==> src/rtl/infrarojo_pkg.sv <==
// Shared constants for the infrared line sensor front end: channel bit
// indices and the line-position codes seen by firmware.
package infrarojo_pkg;

  localparam int IR_W  = 5;
  localparam int IR_L  = 4;
  localparam int IR_LC = 3;
  localparam int IR_C  = 2;
  localparam int IR_RC = 1;
  localparam int IR_R  = 0;

  typedef enum logic [2:0] {
    POS_NONE      = 3'd0,
    POS_FAR_LEFT  = 3'd1,
    POS_LEFT      = 3'd2,
    POS_CENTER    = 3'd3,
    POS_RIGHT     = 3'd4,
    POS_FAR_RIGHT = 3'd5,
    POS_JUNCTION  = 3'd6,
    POS_INVALID   = 3'd7
  } pos_e;

  function automatic pos_e pos_encode(input logic [IR_W-1:0] s);
    pos_e p;
    case (s)
      5'b00000:                   p = POS_NONE;
      5'b10000, 5'b11000:         p = POS_FAR_LEFT;
      5'b01000, 5'b01100:         p = POS_LEFT;
      5'b00100, 5'b01110:         p = POS_CENTER;
      5'b00010, 5'b00110:         p = POS_RIGHT;
      5'b00001, 5'b00011:         p = POS_FAR_RIGHT;
      5'b11111, 5'b11110, 5'b01111,
      5'b11100, 5'b00111:         p = POS_JUNCTION;
      default:                    p = POS_INVALID;
    endcase
    return p;
  endfunction

endpackage

==> src/rtl/infrarojo_deb_ch.sv <==
// One sensor channel: 2-flop synchroniser followed by a tick-sampled
// debounce counter that accepts a new level after DEB_N agreeing ticks.
module infrarojo_deb_ch #(
  parameter int unsigned DEB_N = 4
) (
  input  logic clk,
  input  logic rst_n,
  input  logic raw_i,
  input  logic tick_i,
  output logic stable_o,
  output logic stable_nxt_o
);

  localparam int CW = $clog2(DEB_N + 1);

  logic          sync1_q, sync2_q;
  logic          stable_q, stable_d;
  logic [CW-1:0] cnt_q, cnt_d, cnt_inc;

  assign cnt_inc = cnt_q + CW'(1);

  always_comb begin
    cnt_d    = cnt_q;
    stable_d = stable_q;
    if (tick_i) begin
      if (sync2_q == stable_q) begin
        cnt_d = '0;
      end else if (cnt_inc == CW'(DEB_N)) begin
        stable_d = sync2_q;
        cnt_d    = '0;
      end else begin
        cnt_d = cnt_inc;
      end
    end
  end

  always_ff @(posedge clk or negedge rst_n) begin
    if (!rst_n) begin
      sync1_q  <= 1'b0;
      sync2_q  <= 1'b0;
      stable_q <= 1'b0;
      cnt_q    <= '0;
    end else begin
      sync1_q  <= raw_i;
      sync2_q  <= sync1_q;
      stable_q <= stable_d;
      cnt_q    <= cnt_d;
    end
  end

  assign stable_o     = stable_q;
  assign stable_nxt_o = stable_d;

endmodule

==> src/rtl/infrarojo_filtro.sv <==
// Five-channel infrared sensor filter: shared sample tick, per-channel
// debounce, registered line-position code and a sticky change flag.
module infrarojo_filtro
  import infrarojo_pkg::*;
#(
  parameter int unsigned TICK_DIV = 1000,
  parameter int unsigned DEB_N    = 4
) (
  input  logic            clk,
  input  logic            rst_n,
  input  logic [IR_W-1:0] ir_raw,
  output logic [IR_W-1:0] ir_stable,
  output logic [2:0]      ir_pos,
  output logic            evt,
  input  logic            evt_clr
);

  localparam int TW = $clog2(TICK_DIV);

  logic [TW-1:0]   tick_cnt_q, tick_cnt_d;
  logic            tick;
  logic [IR_W-1:0] stable_w, stable_nxt_w;
  pos_e            pos_q, pos_d;
  logic            evt_q, evt_d;

  assign tick       = (tick_cnt_q == TW'(TICK_DIV - 1));
  assign tick_cnt_d = tick ? '0 : tick_cnt_q + TW'(1);

  for (genvar i = 0; i < IR_W; i++) begin : g_ch
    infrarojo_deb_ch #(.DEB_N(DEB_N)) u_ch (
      .clk          (clk),
      .rst_n        (rst_n),
      .raw_i        (ir_raw[i]),
      .tick_i       (tick),
      .stable_o     (stable_w[i]),
      .stable_nxt_o (stable_nxt_w[i])
    );
  end

  // Position follows the next stable value so both update on the same edge;
  // a change on the clear edge keeps the flag set.
  always_comb begin
    pos_d = pos_encode(stable_nxt_w);
    evt_d = (stable_nxt_w != stable_w) | (evt_q & ~evt_clr);
  end

  always_ff @(posedge clk or negedge rst_n) begin
    if (!rst_n) begin
      tick_cnt_q <= '0;
      pos_q      <= POS_NONE;
      evt_q      <= 1'b0;
    end else begin
      tick_cnt_q <= tick_cnt_d;
      pos_q      <= pos_d;
      evt_q      <= evt_d;
    end
  end

  assign ir_stable = stable_w;
  assign ir_pos    = pos_q;
  assign evt       = evt_q;

endmodule
==> config.mk <==
export PLATFORM = sky130hd
export DESIGN_NAME = infrarojo_filtro
export DESIGN_NICKNAME = d
export VERILOG_FILES = /design/src/rtl/infrarojo_pkg.sv /design/src/rtl/infrarojo_deb_ch.sv /design/src/rtl/infrarojo_filtro.sv
export SDC_FILE = /design/constraint.sdc
export NUM_CORES = 1
export LEC_CHECK = 0
export ABC_AREA = 0
export CORE_MARGIN = 2
export CORE_UTILIZATION = 35
export DETAILED_ROUTE_END_ITERATION = 6
export PLACE_DENSITY = 0.51
export SLEW_MARGIN = 40
export SYNTH_ARGS = -nofsm -noshare
export SYNTH_HDL_FRONTEND = slang
export SYNTH_SLANG_ARGS = --single-unit
==> constraint.sdc <==
create_clock -name clk -period 2.4 [get_ports clk]
set_clock_uncertainty 0.1 [all_clocks]
set_input_delay 0.24 -clock clk [delete_from_list [all_inputs] [get_ports clk]]
set_output_delay 0.24 -clock clk [all_outputs]
set_load 0.01 [all_outputs]
# == Yosys cells after proc, flatten, opt, wreduce, memory -nomap -nowiden ==
# Memory sizes are Yosys's and may differ from the RTL's. A register that Yosys moved wholly into a read port is not among the register bits.
# Index checks and enable logic that the tools add are counted.
# classes
addsub,6
eq_ne,12
n_mux,26
bitwise_logic,3
reduce_logical,1
# ops
cell,n
3-bit 2-to-1 mux,10
3-bit by 1-bit adder with 3-bit output (second input constant),5
3-bit == test (second input constant),5
1-bit 2-to-1 mux,15
10-bit by 1-bit adder with 10-bit output (second input constant),1
10-bit == test (second input constant),1
10-bit 2-to-1 mux,1
1-bit == test,5
5-bit inequality test,1
1-bit bitwise AND,1
1-bit zero test,1
1-bit inverter,1
1-bit OR,1
# totals
reg_bits,41
rom_bits,96
input_bits,8
output_inout_bits,9
elab_cells,71
memories,1
# memory_table
memory,depth,width,rd,rd_ports_with_merged_regs,write_ports,line,rtl
(name not given),32,3,1,1,0,infrarojo_pkg.sv:25,case (s)

# == Longest topological paths before layout ==
# Gate-level depths: netlist (run 1).
# logic_depth
depth_word,7
mapped_depth,9
depth_no_buf,9

# == Modules after synthesis ==
# From an unflattened synthesis (run 1), not the netlist that was laid out.
# unflattened
hier_cells,197
hier_area_um2,2180.8
# by_module_without_submodules
mod,instances,cells_each,area_each_um2,seq_area_each_um2
infrarojo_deb_ch,5,23,281.5,150.1
infrarojo_filtro,1,82,773.2,350.3

# == Worst setup path after synthesis (run 1) ==
# Ideal clock, no wire load.
# synth_timing
path_type,register to register
from,register tick_cnt_q[0]
to,register pos_q[0] (netlist: ir_pos[0])
setup_time_ns,0.080
arrival_ns,1.924
required_ns,2.220
slack_ns,0.295
path_stages_with_launch,10
path_buffers,0
synth_period_minus_slack_ns,2.105
cell_sequence,dfrtp_1 ha_1 and2b_4 nand3_4 nor2_2 mux2_2 ha_1 a21o_1 o2111a_1 nor3_2
# synth_between
elab_chain_len,2
word_cells_on_any_way,6
cone_classes,eq/ne (1); mux (5)
# synth_rtl
item,line,rtl
"start, declared",infrarojo_filtro.sv:20,"logic [TW-1:0] tick_cnt_q, tick_cnt_d;"
"start signal, assigned",infrarojo_filtro.sv:53,tick_cnt_q <= tick_cnt_d;
10-bit == test *,infrarojo_filtro.sv:26,assign tick = (tick_cnt_q == TW'(TICK_DIV - 1));
1-bit 2-to-1 mux,infrarojo_deb_ch.sv:25,if (tick_i) begin
"end, declared",infrarojo_filtro.sv:23,"pos_e pos_q, pos_d;"
# Every way passes the cells marked *; elsewhere a longest branch is shown, timed or not.
# A chain may end at the register's enable or synchronous reset.

# == Worst setup path after layout (run 1) ==
# Ends and elaborated chain as after synthesis.

==> results by group, run 1 <==
Global routing
  • Grt met3 use: 3.68%
  • Initial antenna violation count: 0
  • Global route overflow: 0
  • First-pass GRT wire length: 6790 µm
  • All-layer global routing usage: 12.1%
  • Grt met2 use: 20.2%
  • GR Layer Usage met1: 15.0%
  • Largest net degree at the start of global routing: 26
  • Most used routing layer: met2
  • Number of global-route vias before repair: 1426

Timing
  • Setup TNS: 0 ns
  • Slew margin rel.: 69.6%
  • Final period util: 94.3%
  • Worst-margin pin slew: 0.456 ns
  • Worst Hold Margin: 0.254 ns
  • Setup violators final: 0
  • Hold violation count in the final report: 0
  • Unrepaired setup endpoints after global routing: no
  • Maximum operating frequency: 0.442 GHz
  • Slew Viols, Final: 0
  • Tmin final: 2.26 ns

Worst setup path
  • Critical Path Most Common Cell: ha_1
  • CP Capture Type: flop
  • Data required time of the worst path: 2.53 ns
  • Crit Path Class: flop to flop
  • RR Startpoint: tick_cnt_q[0]
  • Crit-path max cell delay: 0.39 ns
  • CP max FO: 9
  • Arr. time, crit path: 2.39 ns
  • Slowest-stage cell, CP: dfrtp_1
  • Critical Path, Cell by Cell: ha_1 > and2b_4 > nand3_4 > nor2_2 > mux2_2 > ha_1 > a21o_1 > o2111a_1 > nor3_2
  • R2r setup slk: 0.14 ns
  • Worst R2R End: ir_pos[0]
  • Reg2reg path depth: 9
  • Worst Setup Start Kind: flop

Min path
  • Worst hold start: g_ch[0].u_ch.sync1_q
  • Hold Path Sink: g_ch[0].u_ch.sync2_q
  • Min-delay worst type: flop to flop
  • Hold Path Depth: 0

Clocking
  • CTS Buf Count: 5
  • CTS tree: built
  • Worst-Skew Late Latency: 0.30 ns
  • Root buffer cell: clkbuf_8
  • CTS sink count: 44
  • Clock slew at the register clock pins of the worst setup and hold paths: 0.09 ns
  • Maximum clock path buffer count: 2
  • Post-CTS setup buffers: 0
  • CTS H-tree depth: 2

Yosys
  • Syn Inst Count: 195
  • Post-synth cell types: 46
  • Async SR Flop Fraction: 100%
  • Syn Area/Cell: 11.3 µm²
  • Warnings, synthesis: 0
  • Mapped Area: 2200 µm²
  • Most used DFF post-synth: dfrtp_1
  • Post-synth EDFFs: 0
  • Post-synthesis sequential area ratio: 50.0%
  • Syn nets: 216
  • Synth Register Bits: 44

Floorplan
  • Initial Util: 36.7%
  • Die extent in y: 83.3 µm
  • Die Span X: 83.3 µm
  • Core area: 5990 µm²
  • Die area: 6940 µm²
  • Io pins: 17
  • Core Rows: 28

Finish
  • Synth-to-layout area growth: 15.5%
  • Register Area: 1100 µm²
  • Multi-input gate area: 1020 µm²
  • Fill count: 579
  • Layout cells sized above 1: 17.8%
  • N_diodes: 0
  • Fin nets: 234
  • Final Instance Area: 2540 µm²

Route
  • Residual DRC count: 0
  • Post-Route WL: 3990 µm
  • Routed wire per std cell: 13.8 µm
  • Via-to-Cell Ratio: 5.03
  • DR vias: 1453
  • Remaining antenna violation count: 0
  • DRT Pass-1 Iters: 4
  • Iteration-0 DRC Markers: 47

Pwr
  • Total power divided by cell area: 535 nW/µm²
  • Peak supply drop: 297 µV
  • Final Power: 1360 µW
  • Leak: 0.00117 µW

Placement
  • Cell area after placement: 2410 µm²
  • Detailed placer's ending HPWL: 2890 µm
  • Placer congestion estimate: 0.767
  • # port buffers: 16

Status
  • Status: complete, no violations

Flow run
  • Max cap viols: 0
report_power, final:
part | total [µW] | internal, µW | switching [µW]
registers | 754 | 749 | 4.81
clock network | 568 | 308 | 260
logic | 38.0 | 15.8 | 22.2
total | 1360 | 1070 | 287
layout make-up:
class / count / share of cell area, %
Tap cell: 75 / 3.69
Multi-Input combinational cell: 135 / 40.2
Inverter: 7 / 1.03
Clock inverter: 3 / 1.67
Clock buffer: 5 / 2.71
Sequential cell: 44 / 43.3
Timing Repair Buffer: 20 / 7.38
how the worst max path moves through the flow:
stage	from	endpoint	slack, ns
floorplan	tick_cnt_q[0]	ir_pos[0]	0.30
global placement	tick_cnt_q[0]	ir_pos[1]	0.20
detailed placement	tick_cnt_q[0]	ir_pos[1]	0.12
CTS	tick_cnt_q[0]	ir_pos[1]	0.12
global route	tick_cnt_q[0]	ir_pos[1]	0.001
finish	tick_cnt_q[0]	ir_pos[0]	0.14
cells in the final DEF (no fill, tap or decap), types with 3 or more instances in the layout:
cell / synthesis / routed
nand4b_1: 3 / 3
xor2_1: 7 / 7
or4b_2: 3 / 3
nor2_1: 10 / 9
inv_1: 6 / 6
nor3_1: 9 / 9
nand2_1: 17 / 17
buf_4: 6 / 3
clkbuf_8: 0 / 5
a21o_1: 5 / 5
nand2b_1: 4 / 4
o21ai_0: 17 / 17
dfrtp_1: 44 / 44
clkdlybuf4s50_1: 0 / 15
ha_1: 13 / 13
xnor2_1: 6 / 6
nand3_1: 7 / 7
critical path: cells and delay by family, from the launching register on:
kind / cells / cell delay [ns]
compound gates: 2 / 0.29
fa+ha+maj: 2 / 0.48
flops: 1 / 0.39
mux: 1 / 0.34
simple gates: 4 / 0.59
stage by stage:
| stage | instances | util [%] | setup slack (ns) |
|---|---|---|---|
| 4_1_cts | 289 | 42.2 | 0.115 |
| 6_report | 289 | 42.4 | 0.136 |
| 3_3_place_gp | 280 | 40.2 | 0.198 |
| 3_5_place_dp | 280 | 40.2 | 0.117 |
| 5_1_grt | 289 | 42.4 | 0.00120 |
| 2_1_floorplan | 195 | - | 0.295 |
kinds of logic after synthesis:
family / share of synthesized area (%)
muxes: 3.18
adders and majority gates: 7.39
xor gates and xnor gates: 5.17
buffers and inverters: 4.09
and+or+nand+nor: 19.4
AOI/OAI and AO/OA: 10.7
DFF: 50.0
metal layers:
layer	part of all wire [%]	vias up
met5	0	-
met4	1.3	0
met3	3.0	5
met2	49	18
met1	47	717
li1	-	713
state kept, by name, indices dropped and copies added (netlist names):
signal              flops
g_ch.u_ch.cnt_q        15
g_ch.u_ch.sync2_q       5
evt                     1
g_ch.u_ch.stable_o      5
g_ch.u_ch.sync1_q       5
tick_cnt_q             10
ir_pos                  3
Yosys cell counts, drive strengths merged (3+ instances only):
master	instances	share of area, %
and2	3	0.91
nand3	9	2.8
nor3	10	2.5
nand2b	4	1.1
dfrtp	44	50
xor2	7	2.8
a21o	5	1.7
or4b	3	1.4
ha	13	7.4
mux2	3	1.7
xnor2	6	2.4
o21ai	18	4.6
nor2	12	2.5
nand2	18	3.4
inv	7	1.2
nand4b	3	1.2
buf	7	2.6
nor4	3	0.85
repair_timing:
item,4_1_cts,5_1_grt
hold buffers,1,0
gates resized for setup,0,3
endpoints found under the hold margin,19,0
endpoints found under the setup margin,0,1
Power figures use the tool's default switching activity.
==> run 2: changes to the inputs <==
Settings changed: CTS_BUF_LIST set to sky130_fd_sc_hd__clkbuf_2, RECOVER_POWER set to 50.
==> run 2 against run 1 <==
Against the previous run:
- sequential cell count unchanged
- first-iteration DRC count increased by 60%
- wire length unchanged
- worst setup slack got worse by 0.0081 ns
- global-route usage about the same
- utilization decreased by 0.79 points
- cell area decreased by 1.9%
==> results by group, run 2 (same netlist as run 1, synthesis figures left out) <==
Pwr
  • Combinational fraction of design power: 2.9%
  • Leak: 0.00116 µW
  • Switching Share: 22.9%
  • Sequential share of power: 62.1%
  • Switch Pwr: 279 µW
  • Peak supply drop: 235 µV
  • Int Pwr: 938 µW
  • Clk network pwr share: 35.0%
  • Total power divided by cell area: 488 nW/µm²

Timing
  • Maximum operating frequency: 0.440 GHz
  • Hold violation count in the final report: 0
  • Worst Hold Margin: 0.239 ns
  • Tmin final: 2.27 ns
  • Final period util: 94.7%
  • Slew margin rel.: 26.0%
  • Unrepaired setup endpoints after global routing: no
  • Worst-margin pin slew: 1.11 ns
  • Setup violators final: 0
  • Setup slack after layout: 0.128 ns
  • Slew Viols, Final: 0
  • Setup TNS: 0 ns

Worst setup path
  • Data required time of the worst path: 2.68 ns
  • Crit-path max cell delay: 0.47 ns
  • R2r setup slk: 0.13 ns
  • Critical Path Most Common Cell: ha_1
  • Worst Setup Start Kind: flop
  • CP Capture Type: flop
  • CP delay by family, top: adder cells
  • Slowest-stage cell, CP: dfrtp_1
  • Worst Path Buf+Inv: 0
  • Reg2reg path depth: 9
  • Crit Path Class: flop to flop
  • Critical Path, Cell by Cell: ha_1 > xor2_1 > nand2_1 > nor2_4 > mux2i_4 > ha_1 > a21o_1 > o2111a_1 > nor3_2
  • Arr. time, crit path: 2.55 ns
  • CP max FO: 4
  • WP depth: 9

Clocking
  • CTS sink count: 44
  • Maximum clock path buffer count: 2
  • Worst-Skew Late Latency: 0.42 ns
  • Root buffer cell: clkbuf_2
  • Clock slew at the register clock pins of the worst setup and hold paths: 0.24 ns
  • CTS Buf Count: 5
  • Post-CTS setup buffers: 0
  • CTS H-tree depth: 2
  • CTS tree: built

Route
  • Post-Route WL: 3990 µm
  • Residual DRC count: 0
  • Iteration-0 DRC Markers: 75
  • DR vias: 1446
  • Routed wire per std cell: 13.8 µm
  • Via-to-Cell Ratio: 5.00
  • Remaining antenna violation count: 0
  • DRT Pass-1 Iters: 4

Flow run
  • Max cap viols: 0

Finish
  • Largest register FFs: 15
  • Biggest regs: g_ch.u_ch.cnt_q (15), tick_cnt_q (10)
  • Synth-to-layout area growth: 13.4%
  • Top reg by flops: g_ch.u_ch.cnt_q
  • N_diodes: 0
  • Fin nets: 234
  • Finished Core Util: 41.6%
  • Most common cell after layout, fill and taps aside: dfrtp_1
  • Most frequent cells in the layout: dfrtp_1 (44), nand2_1 (17), o21ai_0 (17)
  • Layout cells sized above 1: 17.3%
  • Final non-filler cell total: 289

Placement
  • # port buffers: 16
  • Pre-CTS setup slack: 0.117 ns
  • Detailed placer's ending HPWL: 2890 µm
  • Placer congestion estimate: 0.767
  • Placed Cells: 280

Floorplan
  • Die extent in y: 83.3 µm
  • Initial Util: 36.7%
  • Die Span X: 83.3 µm
  • Core Rows: 28
  • Die area: 6940 µm²
  • Io pins: 17
  • Core area: 5990 µm²

Global routing
  • Global route overflow: 0
  • First-pass GRT wire length: 6760 µm
  • Largest net degree at the start of global routing: 26
  • All-layer global routing usage: 12.1%
  • Number of global-route vias before repair: 1418
  • Initial antenna violation count: 0

Min path
  • Hold Path Depth: 1
  • Min-delay worst type: input pin to flop

Status
  • Status: complete, no violations
-- run 2: changes by cell type in the layout (fill, tap and decap cells not counted) --
cell | before | now
buf_4 | 3 | 2
dlygate4sd3_1 | 1 | 6
buf_2 | 1 | 0
clkbuf_2 | 0 | 6
clkbuf_1 | 0 | 1
clkdlybuf4s50_1 | 15 | 10
clkbuf_8 | 5 | 0
-- run 2: area by class of cell --
| type | count | area (µm²) |
|---|---|---|
| Tap cell | 75 | 93.8 |
| Clock buffer | 5 | 25.0 |
| Multi-Input combinational cell | 135 | 1020 |
| Clock inverter | 3 | 42.5 |
| Timing Repair Buffer | 20 | 184 |
| Sequential cell | 44 | 1100 |
| Inverter | 7 | 26.3 |
| Fill cell | 586 | 3500 |
-- run 2: what timing repair did --
| item | CTS | global route |
|---|---|---|
| gates resized for setup | 0 | 3 |
| hold endpoints to repair | 19 | 0 |
| endpoints found under the setup margin | 0 | 1 |
| hold buffers | 1 | 0 |
-- run 2: layer usage --
layer  part of all wire (%)  wire [µm]  GRT usage (%)  up-vias
met1                     48       1920           15.1      710
met2                     47       1880           19.8       18
met4                    1.3         51           3.58        0
met3                    3.4        135           3.98        5
li1                       -          -              -      713
met5                      0          0              0        -
-- run 2: stage by stage --
step | total power [µW] | cell area [µm²]
after floorplan | 777 | 2200
after global placement | 805 | 2410
after detailed placement | 808 | 2410
after CTS | 1240 | 2490
after global routing | 1270 | 2490
final | 1220 | 2490
-- run 2: power groups by stage --
stage	registers (µW)	clock network (µW)	logic, µW
after global routing	758	475	41.3
after detailed placement	769	0	38.7
after floorplan	768	0	8.68
final	756	426	35.8
after global placement	768	0	37.1
after CTS	756	443	40.1
-- run 2: final timing paths --
check	to	start
setup / recovery	ir_pos[0]	g_ch[1].u_ch.cnt_q[0]
hold / removal	g_ch[0].u_ch.sync1_q	ir_raw[0]
setup reg to reg	ir_pos[0]	g_ch[1].u_ch.cnt_q[0]
hold reg to reg	g_ch[3].u_ch.sync2_q	g_ch[3].u_ch.sync1_q
max in group asynchronous	g_ch[3].u_ch.sync2_q	rst_n
min in group asynchronous	tick_cnt_q[9]	rst_n
-- run 2: worst register-to-register path: cells and delay by family, from the launching register on --
kind / cells / cell delay [ns]
XOR/XNOR: 1 / 0.18
flip-flops: 1 / 0.47
adder cells (fa/ha/maj): 2 / 0.52
multiplexers: 1 / 0.31
AO/OA/AOI/OAI: 2 / 0.29
AND/OR/NAND/NOR: 3 / 0.39
